===== config.mk =====
export PLATFORM = sky130hd
export DESIGN_NAME = rf_arbiter
export DESIGN_NICKNAME = d
export VERILOG_FILES = /design/src/rtl/rf_arbiter_pkg.sv /design/src/rtl/rf_arbiter_rr_arb2.sv /design/src/rtl/rf_arbiter.sv
export SDC_FILE = /design/constraint.sdc
export NUM_CORES = 1
export LEC_CHECK = 0
export BUFFER_PORTS_ARGS = -buffer_cell sky130_fd_sc_hd__buf_2
export CELL_PAD_IN_SITES_DETAIL_PLACEMENT = 1
export CELL_PAD_IN_SITES_GLOBAL_PLACEMENT = 2
export CORE_MARGIN = 3
export CORE_UTILIZATION = 29
export DETAILED_ROUTE_END_ITERATION = 10
export GPL_TIMING_DRIVEN = 1
export MAX_ROUTING_LAYER = met4
export PLACE_DENSITY = 0.78
export SLEW_MARGIN = 5
export SYNTH_ARGS = -nofsm -noshare
export SYNTH_HDL_FRONTEND = slang
export SYNTH_SLANG_ARGS = --single-unit

===== constraint.sdc =====
create_clock -name clk -period 2.6 [get_ports clk]
set_input_delay 0.13 -clock clk [delete_from_list [all_inputs] [get_ports clk]]
set_output_delay 0.13 -clock clk [all_outputs]
set_load 0.005 [all_outputs]

===== src/rtl/rf_arbiter_pkg.sv =====
// ============================================================================
// Module      : rf_arbiter_pkg
// Description : Shared definitions for the register-file arbiter: default
//               data/address widths, the lock FSM state encoding and the
//               requester port indices.
// Revision    : 1.0 - initial release
// ============================================================================
`default_nettype none

package rf_arbiter_pkg;

   localparam int DW_DEF       = 8;   // register / data width
   localparam int AW_DEF       = 2;   // register address width (4 registers)
   localparam int LOCK_MAX_DEF = 8;   // max consecutive grants under a lock

   // Lock FSM: normal round-robin, or port 1 owns the arbiter.
   typedef enum logic [0:0] {
      ARB_RR    = 1'b0,
      ARB_LOCK1 = 1'b1
   } arb_state_e;

   // Requester indices.
   localparam logic PORT_CORE = 1'b0;   // core execute stage
   localparam logic PORT_DBG  = 1'b1;   // debug / loader path

endpackage

`default_nettype wire


===== src/rtl/rf_arbiter_rr_arb2.sv =====
// ============================================================================
// Module      : rf_arbiter_rr_arb2
// Description : Combinational two-way round-robin grant. Under a lock only
//               the debug port can be granted.
// Ports       : valid_i [1:0] - request present per port
//               last_i        - port granted most recently
//               lock_i        - debug port owns the arbiter
//               grant_o [1:0] - one-hot (or zero) grant
// Revision    : 1.0 - initial release
// ============================================================================
`default_nettype none

module rf_arbiter_rr_arb2
   import rf_arbiter_pkg::*;
(
   input  logic [1:0] valid_i,
   input  logic       last_i,
   input  logic       lock_i,
   output logic [1:0] grant_o
);

   always_comb begin
      grant_o = 2'b00;
      if (lock_i) begin
         grant_o[PORT_DBG] = valid_i[PORT_DBG];
      end else if (valid_i[PORT_CORE] && valid_i[PORT_DBG]) begin
         // Tie: whichever port did not win last time goes next.
         if (last_i == PORT_DBG) begin
            grant_o[PORT_CORE] = 1'b1;
         end else begin
            grant_o[PORT_DBG] = 1'b1;
         end
      end else begin
         // A lone requester is granted immediately.
         grant_o = valid_i;
      end
   end

endmodule

`default_nettype wire


===== src/rtl/rf_arbiter.sv =====
// ============================================================================
// Module      : rf_arbiter
// Description : Shares a 4x8 register file (one write port, two combinational
//               read ports) between the core (port 0) and the debug/loader
//               path (port 1). Valid/ready request handshake, round-robin
//               grant, one issue register driving the register file, and a
//               one-cycle response pulse two cycles after acceptance.
// Ports       : clk, rst_n                 - clock, async active-low reset
//               req_valid_i/req_ready_o    - per-port request handshake
//               req_we_i, req_rd_i,
//               req_rs_i, req_wdata_i      - per-port request fields
//               req_lock_i                 - port 1 grant lock (port 0 tied 0)
//               rsp_valid_o, rsp_a_o,
//               rsp_b_o                    - per-port response
//               rf_we, rf_rd, rf_rs, rf_din - to the register file
//               rf_a, rf_b                 - register file read data
// Config      : RF_ARB_LOCK_EN - compiles in the port-1 lock FSM and counter.
//               When undefined, req_lock_i is ignored.
// Revision    : 1.0 - initial release
// ============================================================================
`default_nettype none

module rf_arbiter
   import rf_arbiter_pkg::*;
#(
   parameter int DW       = DW_DEF,
   parameter int AW       = AW_DEF,
   parameter int LOCK_MAX = LOCK_MAX_DEF
)(
   input  logic                 clk,
   input  logic                 rst_n,
   input  logic [1:0]           req_valid_i,
   output logic [1:0]           req_ready_o,
   input  logic [1:0]           req_we_i,
   input  logic [1:0][AW-1:0]   req_rd_i,
   input  logic [1:0][AW-1:0]   req_rs_i,
   input  logic [1:0][DW-1:0]   req_wdata_i,
   input  logic [1:0]           req_lock_i,
   output logic [1:0]           rsp_valid_o,
   output logic [1:0][DW-1:0]   rsp_a_o,
   output logic [1:0][DW-1:0]   rsp_b_o,
   output logic                 rf_we,
   output logic [AW-1:0]        rf_rd,
   output logic [AW-1:0]        rf_rs,
   output logic [DW-1:0]        rf_din,
   input  logic [DW-1:0]        rf_a,
   input  logic [DW-1:0]        rf_b
);

   logic [1:0]          w_grant;
   logic                w_lock_hold;
   logic                w_acc;
   logic                w_acc_port;
   logic                w_unused;

   logic                last_q, last_d;

   logic                iss_valid_q;
   logic                iss_port_q;
   logic                iss_we_q;
   logic [AW-1:0]       iss_rd_q;
   logic [AW-1:0]       iss_rs_q;
   logic [DW-1:0]       iss_wdata_q;

   logic [1:0]          rsp_valid_q;
   logic [1:0][DW-1:0]  rsp_a_q;
   logic [1:0][DW-1:0]  rsp_b_q;

   // ------------------------------------------------------------------------
   // Arbitration (combinational in the accept cycle)
   // ------------------------------------------------------------------------
   rf_arbiter_rr_arb2 u_rr_arb2 (
      .valid_i (req_valid_i),
      .last_i  (last_q),
      .lock_i  (w_lock_hold),
      .grant_o (w_grant)
   );

   // Ready is held low while reset is asserted so nothing is accepted.
   assign req_ready_o = w_grant & {2{rst_n}};
   assign w_acc       = |(req_valid_i & req_ready_o);
   assign w_acc_port  = req_ready_o[PORT_DBG];

   always_comb begin
      last_d = last_q;
      if (w_acc) begin
         last_d = w_acc_port;
      end
   end

   // ------------------------------------------------------------------------
   // Optional port-1 lock
   // ------------------------------------------------------------------------
`ifdef RF_ARB_LOCK_EN
   localparam int CNT_W = $clog2(LOCK_MAX + 1);

   arb_state_e          state_q, state_d;
   logic [CNT_W-1:0]    cnt_q, cnt_d;

   always_ff @(posedge clk or negedge rst_n) begin
      if (!rst_n) begin
         state_q <= ARB_RR;
         cnt_q   <= '0;
      end else begin
         state_q <= state_d;
         cnt_q   <= cnt_d;
      end
   end

   // cnt_q counts the grants still owed to port 1; the grant that brings it
   // to zero is the last one before the lock is forcibly released.
   always_comb begin
      state_d = state_q;
      cnt_d   = cnt_q;
      case (state_q)
         ARB_RR: begin
            if (w_acc && (w_acc_port == PORT_DBG) && req_lock_i[PORT_DBG]
                && (LOCK_MAX > 1)) begin
               state_d = ARB_LOCK1;
               cnt_d   = CNT_W'(LOCK_MAX - 1);
            end
         end
         ARB_LOCK1: begin
            // Only port 1 can be accepted here.
            if (w_acc) begin
               cnt_d = cnt_q - CNT_W'(1);
               if (!req_lock_i[PORT_DBG] || (cnt_q == CNT_W'(1))) begin
                  state_d = ARB_RR;
               end
            end
         end
         default: begin
            state_d = ARB_RR;
         end
      endcase
   end

   assign w_lock_hold = (state_q == ARB_LOCK1);
   assign w_unused    = req_lock_i[PORT_CORE];
`else
   assign w_lock_hold = 1'b0;
   assign w_unused    = (^req_lock_i) ^ (LOCK_MAX > 0);
`endif

   // ------------------------------------------------------------------------
   // Round-robin pointer and issue stage
   // ------------------------------------------------------------------------
   always_ff @(posedge clk or negedge rst_n) begin
      if (!rst_n) begin
         last_q      <= PORT_DBG;
         iss_valid_q <= 1'b0;
         iss_port_q  <= PORT_CORE;
         iss_we_q    <= 1'b0;
         iss_rd_q    <= '0;
         iss_rs_q    <= '0;
         iss_wdata_q <= '0;
      end else begin
         last_q      <= last_d;
         iss_valid_q <= w_acc;
         // Fields load only on acceptance so the register-file address and
         // data hold their last values while idle.
         if (w_acc) begin
            iss_port_q  <= w_acc_port;
            iss_we_q    <= req_we_i[w_acc_port];
            iss_rd_q    <= req_rd_i[w_acc_port];
            iss_rs_q    <= req_rs_i[w_acc_port];
            iss_wdata_q <= req_wdata_i[w_acc_port];
         end
      end
   end

   // Reset clears iss_valid_q asynchronously, so an in-flight write is
   // dropped before the next clock edge.
   assign rf_we  = iss_valid_q & iss_we_q;
   assign rf_rd  = iss_rd_q;
   assign rf_rs  = iss_rs_q;
   assign rf_din = iss_wdata_q;

   // ------------------------------------------------------------------------
   // Response: read data captured at the end of the issue cycle, so a write
   // returns the pre-write value of R[rd].
   // ------------------------------------------------------------------------
   always_ff @(posedge clk or negedge rst_n) begin
      if (!rst_n) begin
         rsp_valid_q <= '0;
         rsp_a_q     <= '0;
         rsp_b_q     <= '0;
      end else begin
         rsp_valid_q <= 2'b00;
         if (iss_valid_q) begin
            rsp_valid_q[iss_port_q] <= 1'b1;
            rsp_a_q[iss_port_q]     <= rf_a;
            rsp_b_q[iss_port_q]     <= rf_b;
         end
      end
   end

   assign rsp_valid_o = rsp_valid_q;
   assign rsp_a_o     = rsp_a_q;
   assign rsp_b_o     = rsp_b_q;

endmodule

`default_nettype wire

==> flow_metrics.py, run 1 <==
metrics = {
    "run_status": {
        "status": "finished clean",
    },
    "detailed_routing": {
        "first_pass_iters": 2,
        "via_count": 1420,
        "first_iter_violations": 35,
        "ant_nets": 0,
        "drc_errors": 0,
        "vias_per_cell": 4.66,
        "postRouteWirelength_um": 4710,
        "wire_per_inst_um": 15.4,
    },
    "clocking": {
        "cts_tree": "yes",
        "cts_resized": 0,
        "clockRootBuffer": "clkbuf_8",
        "cts_htree_levels": 2,
        "cts_buffers": 5,
        "post_cts_buffers": 0,
        "cts-hold-fix-buffers": 1,
        "clk_path_buf_depth": 2,
        "insertion_delay_ns": 0.30,
        "cts.sinks": 50,
        "clkSlewWorstSetupHoldPaths_ns": 0.09,
    },
    "floorplanning": {
        "initial_core_util_pct": 30.5,
        "die_h_um": 88.6,
        "core_area_um2": 6490,
        "io_pins": 97,
        "fp.dieW_um": 88.6,
        "fp-row-count": 29,
        "die_area_um2": 7850,
    },
    "timing": {
        "setup_viol": 0,
        "drv_slew": 0,
        "tightest_slew_ns": 0.522,
        "fmax_mhz": 520,
        "layout_worst_path_cycle_share_pct": 73.9,
        "fin_skew_ns": 0.00654,
        "fin_crit_ns": 1.92,
        "finalHoldViolCount": 0,
        "slew_headroom_pct": 65.2,
        "setup_tns_ns": 0,
        "rsz0062_at_grt": "no",
        "finalWorstSetupSlack_ns": 0.677,
        "holdWs_ns": 0.0577,
    },
    "global_route": {
        "grt_max_degree": 39,
        "antenna_found_initial": 0,
        "grt_pass1_vias": 1515,
        "grt_first_pass_wirelength_um": 7350,
        "grt_usage_pct": 12.7,
        "overflow": 0,
    },
    "logic_synthesis": {
        "ys_seq_area_share_pct": 63.3,
        "yosys_warnings": 0,
        "synth_edf_count": 0,
        "synthArstFlopShare_pct": 100,
        "synth.most_common_cell": "dfrtp_1",
        "synth_nets": 177,
        "synth_xor_area_share_pct": 0,
        "synth_fa_ha_area_share_pct": 0,
        "synth.area.top_cells": "dfrtp_1 (62%), mux2_2 (18%), a221o_1 (6.6%)",
        "syn_area_um2": 1980,
        "yosysTopAreaCellShare_pct": 61.9,
        "synth_top_family_by_area": "multiplexers",
        "syn_avg_cell_area_um2": 15.3,
        "yosysTopAreaCell": "dfrtp_1",
        "synthFlopType": "dfrtp_1",
        "synth_compound_area_share_pct": 9.42,
        "synth-simple-area-share_pct": 5.63,
        "synth_cells": 129,
        "synthTopCellsByCount": "dfrtp_1 (49), mux2_2 (32), a221o_1 (13)",
        "muxShareOfSynthArea_pct": 18.2,
        "yosys_register_bits": 50,
        "yosysUniqueCellTypes": 17,
    },
    "placement": {
        "hpwl_um": 3530,
        "portBuffers": 94,
        "place_congestion": 0.670,
        "place_worst_setup_slack_ns": 1.19,
    },
    "hold_path": {
        "min_from": "req_wdata_i[3]",
        "whs_path_depth": 2,
        "min_path_type": "in2reg",
        "hold_path_end": "rf_din[3]",
    },
    "critical_path": {
        "r2r-end": "iss_port_q",
        "cp_max_fo": 16,
        "required_ns": 2.47,
        "cp_cell_sequence": "dlygate4sd3_1, buf_2, nand2_1, a21oi_4, buf_2",
        "crit_top_cell": "buf_2",
        "cp.arrival_ns": 1.79,
        "r2r_start": "last_q",
        "critPathMaxStageDelay_ns": 0.54,
        "critPathSlowestCell": "dlygate4sd3_1",
        "r2r_cells": 3,
        "worst_setup_path_start_kind": "input port",
        "timing.reg2reg.setup_slack_ns": 1.26,
        "cp-end-kind": "output pin",
        "worst-setup-path-type": "in2out",
    },
    "finish": {
        "nFillCells": 730,
        "area_delta_synth_final_pct": 32.7,
        "multi_input_area_um2": 658,
        "diodes": 0,
        "drive_gt1_share_pct": 61.8,
        "layout.nets": 275,
        "regArea_um2": 1250,
    },
    "power": {
        "p_leak_nw": 1.30,
        "p_per_area_nw_per_um2": 818,
        "worst_ir_drop_vdd_mv": 0.249,
    },
    "run": {
        "maxCapViolCount": 0,
    },
}
how the worst max path moves through the flow:
stage | slack (ns) | to | cells after the start | startpoint
6_report | 0.68 | req_ready_o[1] | 5 | rst_n
3_3_place_gp | 1.22 | req_ready_o[1] | 4 | rst_n
4_1_cts | 0.64 | req_ready_o[1] | 5 | rst_n
3_5_place_dp | 1.19 | rf_din[4] | 4 | rst_n
5_1_grt | 0.52 | req_ready_o[1] | 5 | rst_n
2_1_floorplan | 1.37 | rf_din[1] | 3 | last_q
cell usage in the layout, fill, tap and decap left out, drive strengths merged:
cell         instances
a221o               13
clkinvlp             1
a21oi                2
and2                14
nand2b               1
inv                  4
mux2                32
dfstp                1
o21ba                1
bufinv               1
nand2                4
clkbuf               6
buf                 96
dfrtp               49
dlygate4sd3          1
o21ai                2
flip-flops by register name, indices dropped and copies added, names as in the netlist:
register,count
iss_port_q,1
iss_valid_q,1
iss_we_q,1
last_q,1
rf_din,8
rf_rd,2
rf_rs,2
rsp_a_o,16
rsp_b_o,16
rsp_valid_o,2
final cells by class:
| class | instances | share of cell area, % |
|---|---|---|
| timing repair buffer | 97 | 18.9 |
| tap | 77 | 3.67 |
| clock buffer | 6 | 2.76 |
| sequential | 50 | 47.7 |
| clock inverter | 2 | 1.43 |
| multi-input combinational | 69 | 25.0 |
| inverter | 4 | 0.571 |
layer usage:
metal  vias up  wire, µm  GRT usage [%]  part of all wire [%]
met5         -         0              -                     0
met4         0        44           4.95                  0.93
met3         8       365           2.98                   7.8
met2        69      2190           20.6                    46
met1       687      2110           15.4                    45
li1        656         -              -                     -
report_power, final:
group,leakage (nW),internal [W],switching (W)
sequential,0.594,0.000977,0.0000895
clock,0.0514,0.000287,0.000246
combinational,0.651,0.000322,0.000229
total,1.30,0.00159,0.000565
critical path, delay by kind of cell:
kind	cells	cell delay [ns]
AND/OR/NAND/NOR	1	0.17
AO/OA/AOI/OAI	1	0.40
buffers and inverters	3	1.09
cell families (layout without fill, tap and decap cells):
kind of cell	Yosys count	after routing
AO/OA/AOI/OAI	18	18
AND/OR/NAND/NOR	19	19
flip-flops	50	50
multiplexers	32	32
buffers and inverters	10	109
metrics by stage:
step / instance area, µm² / total power (W) / cells / utilization [%]
2_1_floorplan: 1980 / 0.00135 / 129 / -
4_1_cts: 2630 / 0.00220 / 305 / 40.5
3_3_place_gp: 2510 / 0.00163 / 296 / 38.6
3_5_place_dp: 2510 / 0.00165 / 296 / 38.6
6_report: 2630 / 0.00215 / 305 / 40.5
5_1_grt: 2630 / 0.00231 / 305 / 40.5
No activity file was read; power rests on OpenSTA's default activity.
==> run 2, diff against run 1 <==
clock period = 1.8 ns   (was 2.6 ns; I/O delays follow)
==> run 2 against run 1 <==
Net effect: combinational power is 46% higher; design area is 0.43% higher; non-clock buffer count is 3 higher; via count is 0.14% higher; first-iteration DRC count is 2.9% lower; critical path depth is 2 lower.
==> flow_metrics.py, run 2 (same netlist as run 1, synthesis figures left out) <==
metrics = {
    "timing": {
        "fmax_mhz": 622,
        "slew_headroom_pct": 62.5,
        "setup_tns_ns": 0,
        "setup_viol": 0,
        "fin_skew_ns": 0.00514,
        "finalHoldViolCount": 0,
        "fin_crit_ns": 1.61,
        "rsz0062_at_grt": "no",
        "drv_slew": 0,
        "layout_worst_path_cycle_share_pct": 89.3,
        "tightest_slew_ns": 0.560,
    },
    "placement": {
        "placed_cells": 296,
        "portBuffers": 94,
        "hpwl_um": 3540,
        "place_congestion": 0.660,
        "post_dp_cell_area_um2": 2510,
    },
    "finish": {
        "fin_cells": 308,
        "layout.nets": 278,
        "layout_common_cells": "buf_2 (94), dfrtp_1 (49), mux2_2 (32)",
        "drive_gt1_share_pct": 61.0,
        "diodes": 0,
        "area_delta_synth_final_pct": 33.3,
        "final_core_util_pct": 40.6,
        "design_area_um2": 2640,
        "layout_commonest_cell": "buf_2",
    },
    "detailed_routing": {
        "via_count": 1422,
        "drc_errors": 0,
        "first_iter_violations": 34,
        "ant_nets": 0,
        "vias_per_cell": 4.62,
        "postRouteWirelength_um": 4770,
        "first_pass_iters": 3,
        "wire_per_inst_um": 15.5,
    },
    "critical_path": {
        "cp-end-kind": "output pin",
        "cp_max_fo": 15,
        "worst-setup-path-type": "reg2out",
        "critPathMaxStageDelay_ns": 0.58,
        "crit_family": "flip-flops",
        "critPathSlowestCell": "dfstp_2",
        "cp_num_buf_inv": 2,
        "cp_cell_sequence": "inv_1, a21oi_4, buf_2",
        "worst_setup_path_start_kind": "flop",
        "required_ns": 1.71,
        "cp.arrival_ns": 1.52,
    },
    "power": {
        "p_leak_nw": 1.31,
        "p_sw_share_pct": 27.2,
        "switchingPower_w": 0.000819,
        "finalPower_w": 0.00301,
        "combPwrFrac_pct": 26.6,
        "worst_ir_drop_vdd_mv": 0.307,
        "clock_power_share_pct": 22.1,
        "seq_power_share_pct": 51.3,
        "p_per_area_nw_per_um2": 1140,
        "p_int_w": 0.00219,
    },
    "clocking": {
        "clk_path_buf_depth": 2,
        "cts_buffers": 5,
        "cts_tree": "yes",
        "insertion_delay_ns": 0.30,
        "cts_htree_levels": 2,
        "clockRootBuffer": "clkbuf_8",
        "clkSlewWorstSetupHoldPaths_ns": 0.09,
        "cts.sinks": 50,
        "cts_resized": 0,
    },
    "hold_path": {
        "min_path_type": "in2reg",
    },
    "global_route": {
        "grt_max_degree": 39,
        "grt_usage_pct": 12.7,
        "overflow": 0,
        "antenna_found_initial": 0,
        "grt_pass1_vias": 1406,
        "grt_first_pass_wirelength_um": 7250,
    },
    "floorplanning": {
        "fp-row-count": 29,
        "core_area_um2": 6490,
        "die_area_um2": 7850,
        "initial_core_util_pct": 30.5,
        "fp.dieW_um": 88.6,
        "die_h_um": 88.6,
        "io_pins": 97,
    },
    "run_status": {
        "status": "finished clean",
    },
    "run": {
        "maxCapViolCount": 0,
    },
}
-- run 2: worst reg2reg max path, cell delays in order, from the launching register on --
cell,delay (ns)
dfstp_2,0.58
inv_1,0.07
a21oi_4,0.37
o21ba_2,0.23
-- run 2: path summary, 6_finish.rpt --
kind                                start             end  slack (ns)  cells past startpoint
max in group asynchronous           rst_n          last_q        0.44                      3
hold reg to reg                rsp_a_o[8]      rsp_a_o[8]        0.51                      1
setup / recovery                   last_q  req_ready_o[0]        0.19                      3
setup reg to reg                   last_q      iss_port_q        0.46                      3
hold / removal             req_wdata_i[5]       rf_din[5]        0.01                      2
min in group asynchronous           rst_n       rf_din[2]        0.52                      3
-- run 2: routing by layer --
| layer | GRT usage [%] | routed length, µm |
|---|---|---|
| met1 | 15.4 | 2140 |
| met2 | 20.4 | 2210 |
| met3 | 2.89 | 350 |
| met4 | 4.95 | 69 |
| met5 | - | 0 |
-- run 2: cell type report --
class / instances / area [µm²]
Fill cell: 745 / 3860
Inverter: 4 / 15.0
Clock inverter: 1 / 5.00
Clock buffer: 7 / 86.3
Timing Repair Buffer: 100 / 526
Tap cell: 77 / 96.3
Sequential cell: 50 / 1250
Multi-Input combinational cell: 69 / 658
-- run 2: repair_timing --
item	4_1_cts	5_1_grt
setup buffers	0	0
hold buffers	3	1
hold endpoints to repair	13	1
-- run 2: stage by stage --
step,setup WS [ns],hold WS [ns]
finish,0.193,0.0143
floorplan,0.572,-0.206
global route,0.0745,0.00315
detailed placement,0.427,0.0268
CTS,0.149,0.00100
global placement,0.464,0.0201
-- run 2: power by group through the flow --
stage | combinational (W) | clock, W | sequential (W)
finish | 0.000802 | 0.000665 | 0.00154
global route | 0.000892 | 0.000745 | 0.00158
CTS | 0.000822 | 0.000701 | 0.00155
detailed placement | 0.000817 | 0 | 0.00157
global placement | 0.000801 | 0 | 0.00156
floorplan | 0.000355 | 0 | 0.00159
==> run 3, diff against run 2 <==
RECOVER_POWER = 100   (was not set)
==> run 3 against run 2 <==
Net effect: global-route usage unchanged; sequential cell count unchanged; clock skew about the same; via count about the same; die area unchanged; register-to-register slack got worse by 0.16 ns; critical path depth unchanged; utilization decreased by 0.83 points; sequential power about the same; non-clock buffer count unchanged; highest routed layer unchanged.
==> flow_metrics.py, run 3 (same netlist as run 1, synthesis figures left out) <==
metrics = {
    "critical_path": {
        "worst_setup_path_start_kind": "flop",
        "cp_cell_sequence": "inv_1, a21oi_4, buf_2",
        "critPathMaxStageDelay_ns": 0.58,
        "crit_family": "flip-flops",
        "timing.reg2reg.setup_slack_ns": 0.30,
        "cp_num_buf_inv": 2,
        "critPathSlowestCell": "dfstp_2",
        "cp.arrival_ns": 1.52,
        "required_ns": 1.71,
        "cp_max_fo": 15,
        "r2r_start": "iss_port_q",
        "worst-setup-path-type": "reg2out",
        "cp-end-kind": "output pin",
        "r2r_cells": 2,
        "critPathLaunch": "last_q",
        "r2r-end": "rsp_b_o[11]",
    },
    "global_route": {
        "grt_pass1_vias": 1406,
        "overflow": 0,
        "grt_first_pass_wirelength_um": 7250,
        "grt_max_degree": 39,
        "grt_usage_pct": 12.7,
        "antenna_found_initial": 0,
    },
    "power": {
        "p_per_area_nw_per_um2": 1150,
        "p_leak_nw": 1.20,
        "worst_ir_drop_vdd_mv": 0.305,
    },
    "timing": {
        "fmax_mhz": 622,
        "fin_crit_ns": 1.61,
        "tightest_slew_ns": 0.938,
        "layout_worst_path_cycle_share_pct": 89.3,
        "setup_tns_ns": 0,
        "rsz0062_at_grt": "no",
        "finalHoldViolCount": 0,
        "holdWs_ns": 0.0140,
        "drv_slew": 0,
        "slew_headroom_pct": 37.5,
        "setup_viol": 0,
        "fin_skew_ns": 0.00557,
    },
    "placement": {
        "place_congestion": 0.660,
        "hpwl_um": 3540,
        "portBuffers": 94,
    },
    "finish": {
        "layout_common_cells": "buf_2 (60), dfrtp_1 (49), clkbuf_1 (35)",
        "area_delta_synth_final_pct": 30.6,
        "nFillCells": 748,
        "diodes": 0,
        "layout_commonest_cell": "buf_2",
        "drive_gt1_share_pct": 45.5,
        "layout.nets": 278,
        "final_core_util_pct": 39.8,
    },
    "detailed_routing": {
        "vias_per_cell": 4.62,
        "wire_per_inst_um": 15.6,
        "first_iter_violations": 29,
        "postRouteWirelength_um": 4790,
        "first_pass_iters": 3,
        "via_count": 1423,
        "drc_errors": 0,
        "ant_nets": 0,
    },
    "clocking": {
        "insertion_delay_ns": 0.30,
        "clkSlewWorstSetupHoldPaths_ns": 0.09,
        "cts_tree": "yes",
        "cts_buffers": 5,
        "clk_path_buf_depth": 2,
        "post_cts_buffers": 0,
        "cts_htree_levels": 2,
        "cts.sinks": 50,
        "clockRootBuffer": "clkbuf_8",
    },
    "hold_path": {
        "min_path_type": "in2reg",
        "whs_path_depth": 2,
        "hold_path_end": "rf_din[5]",
        "min_from": "req_wdata_i[5]",
    },
    "floorplanning": {
        "fp.dieW_um": 88.6,
        "core_area_um2": 6490,
        "fp-row-count": 29,
        "die_area_um2": 7850,
        "die_h_um": 88.6,
        "initial_core_util_pct": 30.5,
        "io_pins": 97,
    },
    "run_status": {
        "status": "finished clean",
    },
    "run": {
        "maxCapViolCount": 0,
    },
}
-- run 3: cell types whose count changed in the layout (fill, tap and decap cells not counted) --
cell and change:
clkbuf_1 +34, and2_1 -3, clkbuf_2 +2, o21ai_2 -1, o21ai_1 +1, nand2_1 +1
and2_0 +3, buf_2 -34, nand2_2 -1, buf_4 -2
-- run 3: how the worst max path moves through the flow --
stage	endpoint	slack (ns)	cells past startpoint
final	req_ready_o[0]	0.19	3
after global placement	iss_port_q	0.46	3
after detailed placement	rf_din[7]	0.43	4
after global routing	req_ready_o[0]	0.07	3
after floorplan	rf_din[1]	0.57	3
after CTS	req_ready_o[0]	0.15	3
-- run 3: area by class of cell --
type | count | area [µm²] | share of cell area, %
sequential | 50 | 1250 | 48.5
timing repair buffer | 100 | 478 | 18.5
clock inverter | 1 | 5.00 | 0.194
clock buffer | 7 | 86.3 | 3.34
inverter | 4 | 15.0 | 0.581
tap | 77 | 96.3 | 3.73
multi-input combinational | 69 | 652 | 25.2
-- run 3: power by group --
group / switching [W] / internal [W] / total (W) / leakage, nW
registers: 0.000138 / 0.00141 / 0.00155 / 0.594
logic: 0.000332 / 0.000417 / 0.000749 / 0.558
clock network: 0.000355 / 0.000311 / 0.000665 / 0.0482
-- run 3: through the flow --
step,instances,setup slack (ns),power [W],cell area (µm²)
after global routing,308,0.0745,0.00317,2580
after CTS,307,0.149,0.00307,2630
after detailed placement,296,0.427,0.00239,2510
final,308,0.193,0.00296,2580
after global placement,296,0.464,0.00236,2510
after floorplan,129,0.572,0.00195,1980
-- run 3: repair_timing --
| item | in CTS | in global routing |
|---|---|---|
| hold buffers | 3 | 1 |
| endpoints found under the hold margin | 13 | 1 |
| resized for setup | 0 | 0 |
-- run 3: routing by layer --
layer | up-vias | routed length, µm | GRT usage [%]
li1 | 664 | - | -
met1 | 684 | 2180 | 15.4
met2 | 69 | 2210 | 20.4
met3 | 6 | 340 | 2.89
met4 | 0 | 69 | 4.95
met5 | - | 0 | -
